$ cat src/rtl/fht_ctrl.sv
// Sequencer for a radix-2 FHT butterfly: walks all stages, issues one butterfly per clock
// over ping-pong banks and returns write-back addresses aligned with the butterfly outputs.
module fht_ctrl #(
  parameter int unsigned N_LOG2  = 8,
  parameter int unsigned RD_LAT  = 1,
  parameter int unsigned BUT_LAT = 2
) (
  input  logic                       iCLK,
  input  logic                       iRESET,
  input  logic                       iSTART,
  output logic                       oBUSY,
  output logic                       oDONE,
  output logic [$clog2(N_LOG2)-1:0]  oSTAGE,
  output logic                       oRD_EN,
  output logic                       oRD_BANK,
  output logic [N_LOG2-1:0]          oRD_ADDR_0,
  output logic [N_LOG2-1:0]          oRD_ADDR_1,
  output logic [N_LOG2-1:0]          oRD_ADDR_2,
  output logic [N_LOG2-2:0]          oTW_ADDR,
  output logic                       oWR_EN,
  output logic                       oWR_BANK,
  output logic [N_LOG2-1:0]          oWR_ADDR_0,
  output logic [N_LOG2-1:0]          oWR_ADDR_1
);

  localparam int unsigned D  = RD_LAT + BUT_LAT;
  localparam int unsigned SW = $clog2(N_LOG2);
  localparam int unsigned CW = (D > 1) ? $clog2(D) : 1;
  localparam int unsigned PW = 2 + 2 * N_LOG2;

  typedef enum logic [1:0] {StIdle, StRun, StDrain, StDone} state_e;

  state_e            state_q;
  logic [SW-1:0]     s_q;
  logic [N_LOG2-2:0] j_q;
  logic [CW-1:0]     cnt_q;

  // Stage/index of the butterfly that would be issued at the coming edge.
  logic [SW-1:0]     iss_s;
  logic [N_LOG2-2:0] iss_j;
  logic [N_LOG2-1:0] iss_jw, h_w, k_w, base_w;
  logic [N_LOG2-1:0] iss_a0, iss_a1, iss_a2;
  logic [N_LOG2-2:0] iss_tw;

  always_comb begin
    iss_s = s_q;
    iss_j = '0;
    unique case (state_q)
      StIdle:  iss_s = '0;
      StRun:   iss_j = j_q + (N_LOG2-1)'(1);
      StDrain: iss_s = s_q + SW'(1);
      default: ;
    endcase
    iss_jw = {1'b0, iss_j};
    h_w    = N_LOG2'(1) << iss_s;
    k_w    = iss_jw & (h_w - N_LOG2'(1));
    // Block base is j with the low s bits cleared, doubled.
    base_w = (iss_jw & ~(h_w - N_LOG2'(1))) << 1;
    iss_a0 = base_w + k_w;
    iss_a1 = base_w + h_w + k_w;
    iss_a2 = base_w + h_w + ((h_w - k_w) & (h_w - N_LOG2'(1)));
    iss_tw = (N_LOG2-1)'(k_w << (SW'(N_LOG2 - 1) - iss_s));
  end

  always_ff @(posedge iCLK or negedge iRESET) begin
    if (!iRESET) begin
      state_q    <= StIdle;
      s_q        <= '0;
      j_q        <= '0;
      cnt_q      <= '0;
      oBUSY      <= 1'b0;
      oDONE      <= 1'b0;
      oRD_EN     <= 1'b0;
      oRD_BANK   <= 1'b0;
      oRD_ADDR_0 <= '0;
      oRD_ADDR_1 <= '0;
      oRD_ADDR_2 <= '0;
      oTW_ADDR   <= '0;
    end else begin
      oDONE  <= 1'b0;
      oRD_EN <= 1'b0;
      unique case (state_q)
        StIdle: begin
          if (iSTART) begin
            state_q    <= StRun;
            s_q        <= '0;
            j_q        <= '0;
            oBUSY      <= 1'b1;
            oRD_EN     <= 1'b1;
            oRD_BANK   <= iss_s[0];
            oRD_ADDR_0 <= iss_a0;
            oRD_ADDR_1 <= iss_a1;
            oRD_ADDR_2 <= iss_a2;
            oTW_ADDR   <= iss_tw;
          end
        end
        StRun: begin
          if (&j_q) begin
            state_q <= StDrain;
            cnt_q   <= '0;
          end else begin
            j_q        <= iss_j;
            oRD_EN     <= 1'b1;
            oRD_BANK   <= iss_s[0];
            oRD_ADDR_0 <= iss_a0;
            oRD_ADDR_1 <= iss_a1;
            oRD_ADDR_2 <= iss_a2;
            oTW_ADDR   <= iss_tw;
          end
        end
        StDrain: begin
          if (cnt_q == CW'(D - 1)) begin
            if (s_q == SW'(N_LOG2 - 1)) begin
              state_q <= StDone;
              oBUSY   <= 1'b0;
              oDONE   <= 1'b1;
            end else begin
              state_q    <= StRun;
              s_q        <= iss_s;
              j_q        <= '0;
              oRD_EN     <= 1'b1;
              oRD_BANK   <= iss_s[0];
              oRD_ADDR_0 <= iss_a0;
              oRD_ADDR_1 <= iss_a1;
              oRD_ADDR_2 <= iss_a2;
              oTW_ADDR   <= iss_tw;
            end
          end else begin
            cnt_q <= cnt_q + CW'(1);
          end
        end
        StDone: begin
          state_q <= StIdle;
          s_q     <= '0;
        end
        default: state_q <= StIdle;
      endcase
    end
  end

  assign oSTAGE = s_q;

  // Write-back delay line: each issued butterfly reappears D cycles later.
  logic [PW-1:0] wr_pipe_q [D];

  always_ff @(posedge iCLK or negedge iRESET) begin
    if (!iRESET) begin
      for (int unsigned i = 0; i < D; i++) wr_pipe_q[i] <= '0;
    end else begin
      wr_pipe_q[0] <= {oRD_EN, ~oRD_BANK, oRD_ADDR_0, oRD_ADDR_1};
      for (int unsigned i = 1; i < D; i++) wr_pipe_q[i] <= wr_pipe_q[i-1];
    end
  end

  assign {oWR_EN, oWR_BANK, oWR_ADDR_0, oWR_ADDR_1} = wr_pipe_q[D-1];

endmodule

$ cat config.mk
export PLATFORM = sky130hd
export DESIGN_NAME = fht_ctrl
export DESIGN_NICKNAME = d
export VERILOG_FILES = /design/src/rtl/fht_ctrl.sv
export SDC_FILE = /design/constraint.sdc
export NUM_CORES = 1
export LEC_CHECK = 0
export ABC_AREA = 1
export CAP_MARGIN = 20
export CELL_PAD_IN_SITES_DETAIL_PLACEMENT = 1
export CELL_PAD_IN_SITES_GLOBAL_PLACEMENT = 2
export CORE_ASPECT_RATIO = 1.4
export CORE_MARGIN = 1
export CORE_UTILIZATION = 35
export DETAILED_ROUTE_END_ITERATION = 8
export PLACE_DENSITY_LB_ADDON = 0.1
export SLEW_MARGIN = 10
export SYNTH_ARGS = -nofsm -noshare
export SYNTH_HDL_FRONTEND = slang
export SYNTH_SLANG_ARGS = --single-unit
$ cat constraint.sdc
create_clock -name iCLK -period 5.04 [get_ports iCLK]
set_clock_uncertainty 0.15 [all_clocks]
set_input_delay 0.756 -clock iCLK [delete_from_list [all_inputs] [get_ports iCLK]]
set_output_delay 0.756 -clock iCLK [all_outputs]
set_load 0.02 [all_outputs]
=== Word-level counts from Yosys, hierarchy flattened ===
Cells that the tools add are included.

* Add/subtract/negate cells: 10
* Equal/unequal tests: 12
* Shift-type cells: 2
* Muxes and demuxes: 56
* Bitwise operators: 5
* Reduce and logical (&&, ||, !) cells: 11

{| class="wikitable"
|+ Operators with widths
! cell !! number
|-
| $mux W8 || 12
|-
| $pmux W8 S3 || 3
|-
| $mux W7 || 9
|-
| $pmux W7 S3 || 2
|-
| $add A8 B8 Y8 || 4
|-
| $mux W1 || 14
|-
| $ne A2 B2 Y1 const B || 7
|-
| $mux W2 || 6
|-
| $mux W3 || 3
|-
| $pmux W3 S3 || 1
|-
| $and A7 B8 Y8 || 1
|-
| $and A8 B8 Y8 || 1
|-
| $pmux W2 S4 || 1
|-
| $reduce_and A4 Y1 || 2
|-
| $shl A1 B3 Y8 const A || 1
|-
| $shl A8 B3 Y7 || 1
|-
| $sub A8 B1 Y8 const B || 1
|-
| $sub A8 B8 Y8 || 1
|-
| $add A7 B1 Y7 const B || 1
|-
| $and A7 B7 Y7 || 1
|-
| $not A7 Y7 || 1
|-
| $reduce_and A7 Y1 || 1
|-
| $eq A2 B2 Y1 const B || 3
|-
| $pmux W1 S3 || 2
|-
| other kinds (14) || 17
|}

* Flip-flop bits (word level): 103
* Bits of input ports: 3
* Output and inout port bits: 56
* Logic and storage cells: 111

=== Logic depth before layout (Yosys ltp) ===
Gate-level depths: netlist (run 1).

* Word-level depth: 11
* Gate-level depth with buffers: 27
* Gate-level depth less buffers: 27

=== Least setup slack after synthesis (run 1) ===
Ideal clock, no wire load.

* Kind: register to register
* From: register s_q[0] (netlist: oSTAGE[0])
* To: register oRD_ADDR_2[6]
* Setup time: 0.127 ns
* Data arrival time: 3.873 ns
* Required time: 4.763 ns
* Slack: 0.890 ns
* Stages on the path, launching flop included: 27
* Buffers on the path: 0
* Clock period less this slack: 4.150 ns
* Path through: dfrtp_1 > ha_1 > ha_1 > nand3_2 > nand2_2 > inv_2 > nand2_1 > ha_1 > nand2_1 > nor2_4 > inv_1 > nand2_1 > inv_1 > ha_1 > nor2_2 > xor2_1 > inv_1 > ha_1 > a21oi_1 > inv_1 > a31oi_1 > inv_1 > a21oi_1 > nor2_1 > nor2_1 > xor2_1 > o21ai_0

* Word-level cells in the longest chain between the ends: 11
* Elaborated cells on any way between the ends: 19
* Classes of those cells: add/sub (5); eq/ne (2); shift (1); mux (6); bitwise (4); reduce/logical (1)

{| class="wikitable"
|+ RTL lines
! item !! line !! source
|-
| start, declared || 34 || <nowiki>logic [SW-1:0] s_q;</nowiki>
|-
| start signal, assigned || 119 || <nowiki>s_q <= iss_s;</nowiki>
|-
| $add A3 B1 Y3 || 51 || <nowiki>StDrain: iss_s = s_q + SW'(1);</nowiki>
|-
| $pmux W3 S2 || 48 || <nowiki>unique case (state_q)</nowiki>
|-
| $shl A1 B3 Y8 || 55 || <nowiki>h_w = N_LOG2'(1) << iss_s;</nowiki>
|-
| $sub A8 B1 Y8 || 56, 61 ||
|-
| $and A7 B8 Y8 / $not A7 Y7 (equally long branches) || 56, 58 ||
|-
| $sub A8 B8 Y8 / $and A7 B7 Y7 (equally long branches) || 61, 58 ||
|-
| $and A8 B8 Y8 / $add A8 B8 Y8 (equally long branches) || 61 || <nowiki>iss_a2 = base_w + h_w + ((h_w - k_w) & (h_w - N_LOG2'(1)));</nowiki>
|-
| $add A8 B8 Y8 || 61 ||
|-
| $mux W8 || 113 || <nowiki>if (s_q == SW'(N_LOG2 - 1)) begin</nowiki>
|-
| $mux W8 || 112 || <nowiki>if (cnt_q == CW'(D - 1)) begin</nowiki>
|-
| $pmux W8 S3 || 82 || <nowiki>unique case (state_q)</nowiki>
|-
| end signal, assigned || 93 || <nowiki>oRD_ADDR_2 <= iss_a2;</nowiki>
|-
| end signal, assigned || 107 || <nowiki>oRD_ADDR_2 <= iss_a2;</nowiki>
|-
| end signal, assigned || 125 || <nowiki>oRD_ADDR_2 <= iss_a2;</nowiki>
|-
| end, declared || 18 || <nowiki>output logic [N_LOG2-1:0] oRD_ADDR_2,</nowiki>
|}

Parallel ways exist; a longest one is shown, timed or not. The select of a mux whose other input is x is not followed.
A chain may end at the register's enable or synchronous reset.

=== Worst setup path in the final report (run 1) ===
* From: register s_q[0] (netlist: oSTAGE[0])
* To: register oRD_ADDR_1[6]

* Word-level cells in the longest chain between the ends: 11
* Elaborated cells on any way between the ends: 17
* Classes of those cells: add/sub (4); eq/ne (2); shift (1); mux (6); bitwise (3); reduce/logical (1)

{| class="wikitable"
|+ RTL lines
! item !! line !! source
|-
| $add A3 B1 Y3 || 51 ||
|-
| $pmux W3 S2 || 48 ||
|-
| $shl A1 B3 Y8 || 55 ||
|-
| $sub A8 B1 Y8 || 56 || <nowiki>k_w = iss_jw & (h_w - N_LOG2'(1));</nowiki>
|-
| $not A7 Y7 || 58 || <nowiki>base_w = (iss_jw & ~(h_w - N_LOG2'(1))) << 1;</nowiki>
|-
| $and A7 B7 Y7 || 58 ||
|-
| $add A8 B8 Y8 (2 in a row) || 60 || <nowiki>iss_a1 = base_w + h_w + k_w;</nowiki>
|-
| $mux W8 || 113 ||
|-
| $mux W8 || 112 ||
|-
| $pmux W8 S3 || 82 ||
|-
| end signal, assigned || 92 || <nowiki>oRD_ADDR_1 <= iss_a1;</nowiki>
|-
| end signal, assigned || 106 || <nowiki>oRD_ADDR_1 <= iss_a1;</nowiki>
|-
| end signal, assigned || 124 || <nowiki>oRD_ADDR_1 <= iss_a1;</nowiki>
|-
| end, declared || 17 || <nowiki>output logic [N_LOG2-1:0] oRD_ADDR_1,</nowiki>
|}

Parallel ways exist; a longest one is shown, timed or not. The select of a mux whose other input is x is not followed.

==> results of run 1 <==
[power groups by stage]
stage	registers, mW	logic [mW]	clock network (mW)
finish	0.823	0.0302	0.696
global route	0.824	0.0349	0.755
CTS	0.823	0.0319	0.725
detailed placement	0.840	0.0319	0
global placement	0.839	0.0314	0
floorplan	0.842	0.00551	0
[path summary, 6_finish.rpt]
kind | endpoint | startpoint | cells after the start
worst max-delay path | oRD_ADDR_1[6] | oSTAGE[0] | 25
worst min-delay path | oWR_ADDR_1[4] | wr_pipe_q[22] | 0
worst max register to register | oRD_ADDR_1[6] | oSTAGE[0] | 25
worst min register to register | oWR_ADDR_1[4] | wr_pipe_q[22] | 0
max in group asynchronous | oRD_ADDR_0[4] | iRESET | 2
min in group asynchronous | oBUSY | iRESET | 1
[cell usage in the layout, fill, tap and decap left out, types with 4 or more instances in the layout]
master / synthesis / layout
nand2_1: 122 / 122
o21ai_1: 7 / 7
a31oi_1: 4 / 4
o21ai_0: 40 / 40
nor2_1: 41 / 41
nor2_2: 4 / 4
clkdlybuf4s50_1: 0 / 57
dfrtp_1: 102 / 102
inv_1: 54 / 54
nand3_2: 4 / 4
nor2_4: 5 / 5
xor2_1: 11 / 11
clkbuf_16: 0 / 9
nand4_1: 5 / 5
nand2_2: 8 / 8
ha_1: 29 / 29
a21o_1: 4 / 4
nand3_1: 16 / 16
buf_4: 18 / 8
xnor2_1: 9 / 9
inv_2: 7 / 7
a21oi_1: 26 / 26
[layout make-up]
| class | instances | area, um2 | share of cell area [%] |
|---|---|---|---|
| Sequential cell | 102 | 2552 | 41.39 |
| Multi-Input combinational cell | 368 | 2198 | 35.65 |
| Timing Repair Buffer | 65 | 630.6 | 10.23 |
| Inverter | 64 | 242.7 | 3.936 |
| Tap cell | 189 | 236.5 | 3.834 |
| Clock buffer | 9 | 225.2 | 3.652 |
| Clock inverter | 7 | 81.33 | 1.319 |
[registers in the layout, indices dropped and copies added (netlist names)]
name / count
oDONE: 1
oRD_ADDR_1: 7
oWR_ADDR_0: 8
oRD_BANK: 1
oRD_ADDR_0: 8
oBUSY: 1
oSTAGE: 3
wr_pipe_q: 36
oWR_ADDR_1: 8
oRD_EN: 1
oRD_ADDR_2: 8
j_q: 7
oWR_EN: 1
state_q: 2
oTW_ADDR: 7
cnt_q: 2
oWR_BANK: 1
[metal layers]
layer	vias up	global-route usage [%]	share of wire [%]
met3	16	2.634	2.2
met1	1841	22.45	45
li1	1884	-	-
met5	-	0	0
met4	0	5.986	1.9
met2	55	31.49	51
[metrics by stage]
stage	cell area (um2)	utilization [%]	setup WS (ns)
floorplan	5195	-	0.8901
global placement	5861	40.58	0.5744
detailed placement	5861	40.58	0.5088
CTS	6167	42.70	0.4865
global route	6167	42.70	0.06623
finish	6167	42.70	0.5843
[logic make-up after synthesis]
| kind of cell | count (synthesis) | share of synthesized area, % |
|---|---|---|
| fa+ha+maj | 32 | 8.147 |
| simple gates | 218 | 20.20 |
| other cells | 1 | 0.07224 |
| compound gates | 96 | 10.48 |
| flops | 102 | 49.17 |
| xor+xnor | 20 | 3.374 |
| buf+inv | 92 | 8.556 |
==> key figures, run 1 <==
Critical path
  • CP Class: flop to flop
  • Most used cell, CP: ha_1
  • CP delay by family, top: adder cells
  • CP Max Fanout: 9
  • Buf+Inv Stages, Crit Path: 5
  • Startpoint types: flop
  • Worst Path Arrival: roughly 4.5 ns
  • FF-to-FF setup slack: roughly 0.58 ns
  • Critical Path RT: around 5 ns
  • CP Capture Type: flop
  • Critical-path top delay cell: dfrtp_1
  • CP peak stage delay: 0.43 ns

Run
  • Max Cap Viol: 0

Logic synthesis
  • Synth top area share: 49.17%
  • Sequential fraction of the synthesis area: about half
  • Mapped Cells: roughly 560
  • Most numerous cell in the Yosys netlist: nand2_1
  • Synth async-reset ratio: 100.0%
  • Top post-synthesis cells by area: dfrtp_1, nand2_1, ha_1
  • Mapped cell area: 5191 um2
  • Top_reg_cell synth: dfrtp_1
  • Synth unique cells: 44
  • EDFF count, synth: 0
  • Post-synth top area cell: dfrtp_1
  • YS warnings: 0
  • Syn Area/Cell: slightly above 9 um2
  • Register bit count reported by yosys: slightly above 100
  • Top post-synthesis cells by count: nand2_1, dfrtp_1, inv_1

Timing
  • Fin crit period: roughly 4.5 ns
  • Final setup viols: 0
  • TNS Setup: 0 ns
  • RSZ-0062 raised after global routing: false
  • Max-slew violations: 0
  • Least-Margin Pin Slew: about 0.9 ns
  • Fmax achieved: 224.4 MHz
  • Relative slew slack: 40.03%
  • Final hold slack: 0.1909 ns
  • Final Cycle Share: approximately nine tenths
  • Endpoints failing hold: 0

Power and ir drop
  • Pwr dens: about 250 nW/um2
  • Leakage power: 2.964 nW
  • Seq pwr share: between 50% and 60%
  • Worst VDD drop: between 0.1 and 0.15 mV
  • Clk network pwr share: between 40 and 50%
  • Share of power burned in combinational logic: about 2.0%
  • Cell-internal power: between 1 and 1.5 mW
  • Total Power: between 1.5 and 2 mW
  • Switching power share of the total: a little under a quarter
  • Switching pwr: 363.9 uW

CTS
  • Cts hold-fix bufs: 0
  • CTS Sinks: a little over 100
  • Root Buffer: clkbuf_16
  • Postcts setup bufs: 0
  • Worst-Skew Late Latency: about 0.35 ns
  • Post_cts resized: 0
  • Clock Path Buffers: 2
  • CTS H-tree depth: 3
  • Num CTS Buffers: 9
  • Reg clk slew, reported paths: 0.08 ns
  • CTS tree: done

Final layout
  • Antenna Cells: 0
  • Fin nets: around 650
  • Share of cells above drive strength 1: about 11%
  • Final-layout fill cell count: 1704
  • Fin cells: ~800
  • Area Growth Syn to Fin: 18.80%

Placed design
  • Placer Congestion: 0.8629
  • DP HPWL: approximately 10 mm
  • Placed cells: about 790
  • Port bufs: 58

Detailed routing
  • DRT Wirelength: roughly 13 mm
  • Via-to-Cell Ratio: ~4.7
  • # DRC: 0
  • DR iter-0 viols: 83
  • DR WL/cell: between 15 and 20 um
  • Via count: 3796
  • ANT nets after route: 0
  • DR pass1 iterations: 4

Die
  • Die Ht: between 100 and 150 um
  • Core area: roughly 14000 um2
  • # IOs: 59
  • Starting density of the core: a little over a third
  • DIE AREA: 15330 um2
  • Core Rows: between 50 and 60
  • Die span in x: 104.9 um

GRT
  • Vias in the first global route: about 4100
  • Initial antenna violation count: 0
  • Total track usage: between 10% and 20%
  • Largest net degree at the start of global routing: 73
  • First-pass GRT wire length: between 20 and 25 mm
  • Grt total ovfl: 0

Worst hold path
  • Min-delay worst type: flop to flop

Status
  • Status: complete, no violations
(Power assumes the default switching activity.)
==> run 2, diff against run 1 <==
==> constraint.sdc (replaced) <==
create_clock -name iCLK -period 5.04 [get_ports iCLK]
set_clock_uncertainty 0.15 [all_clocks]
set_input_delay 0.756 -clock iCLK [delete_from_list [all_inputs] [get_ports iCLK]]
set_output_delay 0.756 -clock iCLK [all_outputs]
set_load 0.05 [all_outputs]
==> results of run 2 <==
Same layout as run 1 (identical final DEF). Status: complete, no violations.
Among the figures that moved: total power 1.550 mW -> 1.556 mW
==> run 3, diff against run 2 <==
--- a/config.mk
+++ b/config.mk
@@ -10,7 +10,7 @@
 export CELL_PAD_IN_SITES_DETAIL_PLACEMENT = 1
 export CELL_PAD_IN_SITES_GLOBAL_PLACEMENT = 2
 export CORE_ASPECT_RATIO = 1.4
-export CORE_MARGIN = 1
+export CORE_MARGIN = 2
 export CORE_UTILIZATION = 35
 export DETAILED_ROUTE_END_ITERATION = 8
 export PLACE_DENSITY_LB_ADDON = 0.1
==> run 3 against run 2 <==
Effect of this change:
- die area up 3.3%
- critical path depth did not move
- critical path type unchanged
- sequential power about the same
- final area up 0.53%
- sequential cell count did not move
- sequential share of layout area shrank 0.22 points
- worst setup slack worse by 0.022 ns
- count of clock-buffer cells in the layout unchanged
- cell count grew 0.12%
- hold slack lost 0.063 ns
==> key figures, run 3 (synthesis results as in run 1) <==
Critical path
  • Worst r2r src: oSTAGE[0]
  • R2R cell count: 25 (unchanged)
  • R2r endpoint: oRD_ADDR_1[6]
  • CP Max Fanout: 9 (unchanged)
  • CP endpoint: oRD_ADDR_1[6]
  • CP Class: flop to flop
  • Beginning of the critical path: oSTAGE[0]
  • Critical Path RT: 5.15 ns (+0.05 ns)
  • CP Capture Type: flop
  • FF-to-FF setup slack: 0.56 ns (-0.02 ns)
  • Startpoint types: flop
  • Worst Path Arrival: 4.59 ns (+0.08 ns)

Placed design
  • Placed cells: 788 (unchanged)
  • Port bufs: 58 (unchanged)
  • DP Area: 5861 um2 (unchanged)
  • DP HPWL: 9.885 mm (-0.33%)
  • Placer Congestion: 0.8289 (-3.9%)

Detailed routing
  • Via-to-Cell Ratio: 4.724 (about the same)
  • DR iter-0 viols: 132 (+59%)
  • # DRC: 0 (unchanged)
  • Via count: 3803 (+0.18%)
  • DR WL/cell: 15.67 um (-1.2%)
  • DRT Wirelength: 12.62 mm (-1.1%)
  • ANT nets after route: 0 (unchanged)
  • DR pass1 iterations: 4 (unchanged)

CTS
  • Root Buffer: clkbuf_16
  • Clock Path Buffers: 2 (unchanged)
  • CTS Sinks: 102 (unchanged)
  • CTS tree: done
  • Postcts setup bufs: 0 (unchanged)
  • Worst-Skew Late Latency: 0.35 ns (about the same)
  • CTS H-tree depth: 3 (unchanged)
  • Reg clk slew, reported paths: 0.08 ns (about the same)
  • Num CTS Buffers: 9 (unchanged)
  • Post_cts resized: 0 (unchanged)
  • Cts hold-fix bufs: 0 (unchanged)

Run
  • Max Cap Viol: 0 (unchanged)

GRT
  • Initial antenna violation count: 0 (unchanged)
  • Total track usage: 17.02% (-0.90 points)
  • Largest net degree at the start of global routing: 82 (+12%)
  • First-pass GRT wire length: 20.81 mm (-2.5%)
  • Vias in the first global route: 3922 (-4.6%)
  • Grt total ovfl: 0 (unchanged)

Power and ir drop
  • Pwr dens: 251.9 nW/um2
  • Worst VDD drop: between 0.15 and 0.2 mV
  • Total Power: between 1.5 and 2 mW
  • Leakage power: 2.978 nW (+0.47%)

Worst hold path
  • Min-delay worst type: primary input to asynchronous set/reset pin

Die
  • # IOs: 59 (unchanged)
  • Starting density of the core: 35.78% (-0.16 points)
  • Core area: 14510 um2 (+0.45%)
  • DIE AREA: 15840 um2 (+3.3%)
  • Die Ht: 148.1 um (+1.4%)
  • Core Rows: 52 (unchanged)
  • Die span in x: 106.9 um (+1.9%)

Final layout
  • Fin nets: 646 (+0.16%)
  • Max reg flops: 36 (unchanged)
  • Final Util: 42.73% (about the same)
  • Area Growth Syn to Fin: 19.43%
  • Post-Layout Inst Area: 6200 um2 (+0.53%)
  • Share of cells above drive strength 1: 10.88% (+0.14 points)
  • Fin cells: 805 (+0.12%)
  • Reg with most FFs: wr_pipe_q
  • Most frequent cells in the layout: nand2_1, dfrtp_1, clkdlybuf4s50_1
  • Commonest non-fill, non-tap cell in the layout: nand2_1
  • Antenna Cells: 0 (unchanged)

Timing
  • RSZ-0062 raised after global routing: false
  • Max-slew violations: 0 (unchanged)
  • Final Cycle Share: 88.85% (+0.44 points)
  • Least-Margin Pin Slew: 0.5725 ns (-0.3271 ns)
  • Fmax achieved: 223.3 MHz (-0.50%)
  • Final setup viols: 0 (unchanged)
  • Fin crit period: 4.478 ns (+0.02219 ns)
  • TNS Setup: 0 ns (unchanged)
  • Relative slew slack: 61.70% (+22 points)
  • Endpoints failing hold: 0 (unchanged)

Status
  • Status: complete, no violations
==> run 3: power breakdown <==
| part | switching, mW | internal [mW] | total, mW |
|---|---|---|---|
| Clock | 0.343 | 0.357 | 0.699 |
| Sequential | 0.00175 | 0.822 | 0.823 |
| Combinational | 0.0286 | 0.0101 | 0.0387 |
| Total | 0.373 | 1.19 | 1.56 |
==> run 3: worst min-delay path by stage <==
stage,from,endpoint,slack [ns],cells past startpoint
after floorplan,wr_pipe_q[26],oWR_ADDR_0[0],0.18,0
after global placement,wr_pipe_q[20],oWR_ADDR_1[2],0.18,0
after detailed placement,wr_pipe_q[47],wr_pipe_q[29],0.19,0
after CTS,wr_pipe_q[40],wr_pipe_q[22],0.19,0
after global routing,iRESET,cnt_q[0],0.13,1
final,iRESET,j_q[5],0.13,1
==> run 3: layout make-up <==
type,instances,area (um2)
fillers,1655,8309
flip-flops and latches,102,2552
multi-input cells,368,2198
repair buffers,66,658.1
inverters,64,242.7
well taps,189,236.5
clock buffers,9,225.2
clock inverters,7,86.33
==> run 3: critical path, stage by stage, from the launching register on <==
cell	delay [ns]
dfrtp_1	0.43
ha_1	0.22
ha_1	0.28
nand3_2	0.09
nand2_2	0.07
inv_2	0.17
nand2_1	0.14
ha_1	0.33
nand2_1	0.18
nor2_4	0.18
inv_1	0.05
nand2_1	0.05
inv_1	0.04
ha_1	0.19
nor2_2	0.19
xor2_1	0.16
inv_1	0.07
ha_1	0.34
a21oi_1	0.16
inv_1	0.05
a31oi_1	0.26
nor2_1	0.07
o21ai_0	0.15
nand2_1	0.08
xor2_1	0.14
o21ai_0	0.14
==> run 3: stage by stage <==
stage	setup slack (ns)	hold WS (ns)
floorplan	0.7220	0.1812
global placement	0.6603	0.1813
detailed placement	0.5271	0.1855
CTS	0.5239	0.1935
global route	0.1386	0.1308
finish	0.5621	0.1284
==> run 3: layer usage <==
metal / track usage [%] / part of all wire, % / vias to the layer above
li1: - / - / 1889
met4: 5.714 / 1.8 / 0
met2: 29.08 / 50 / 57
met1: 22.13 / 46 / 1841
met3: 2.410 / 2.4 / 16
met5: 0 / 0 / -
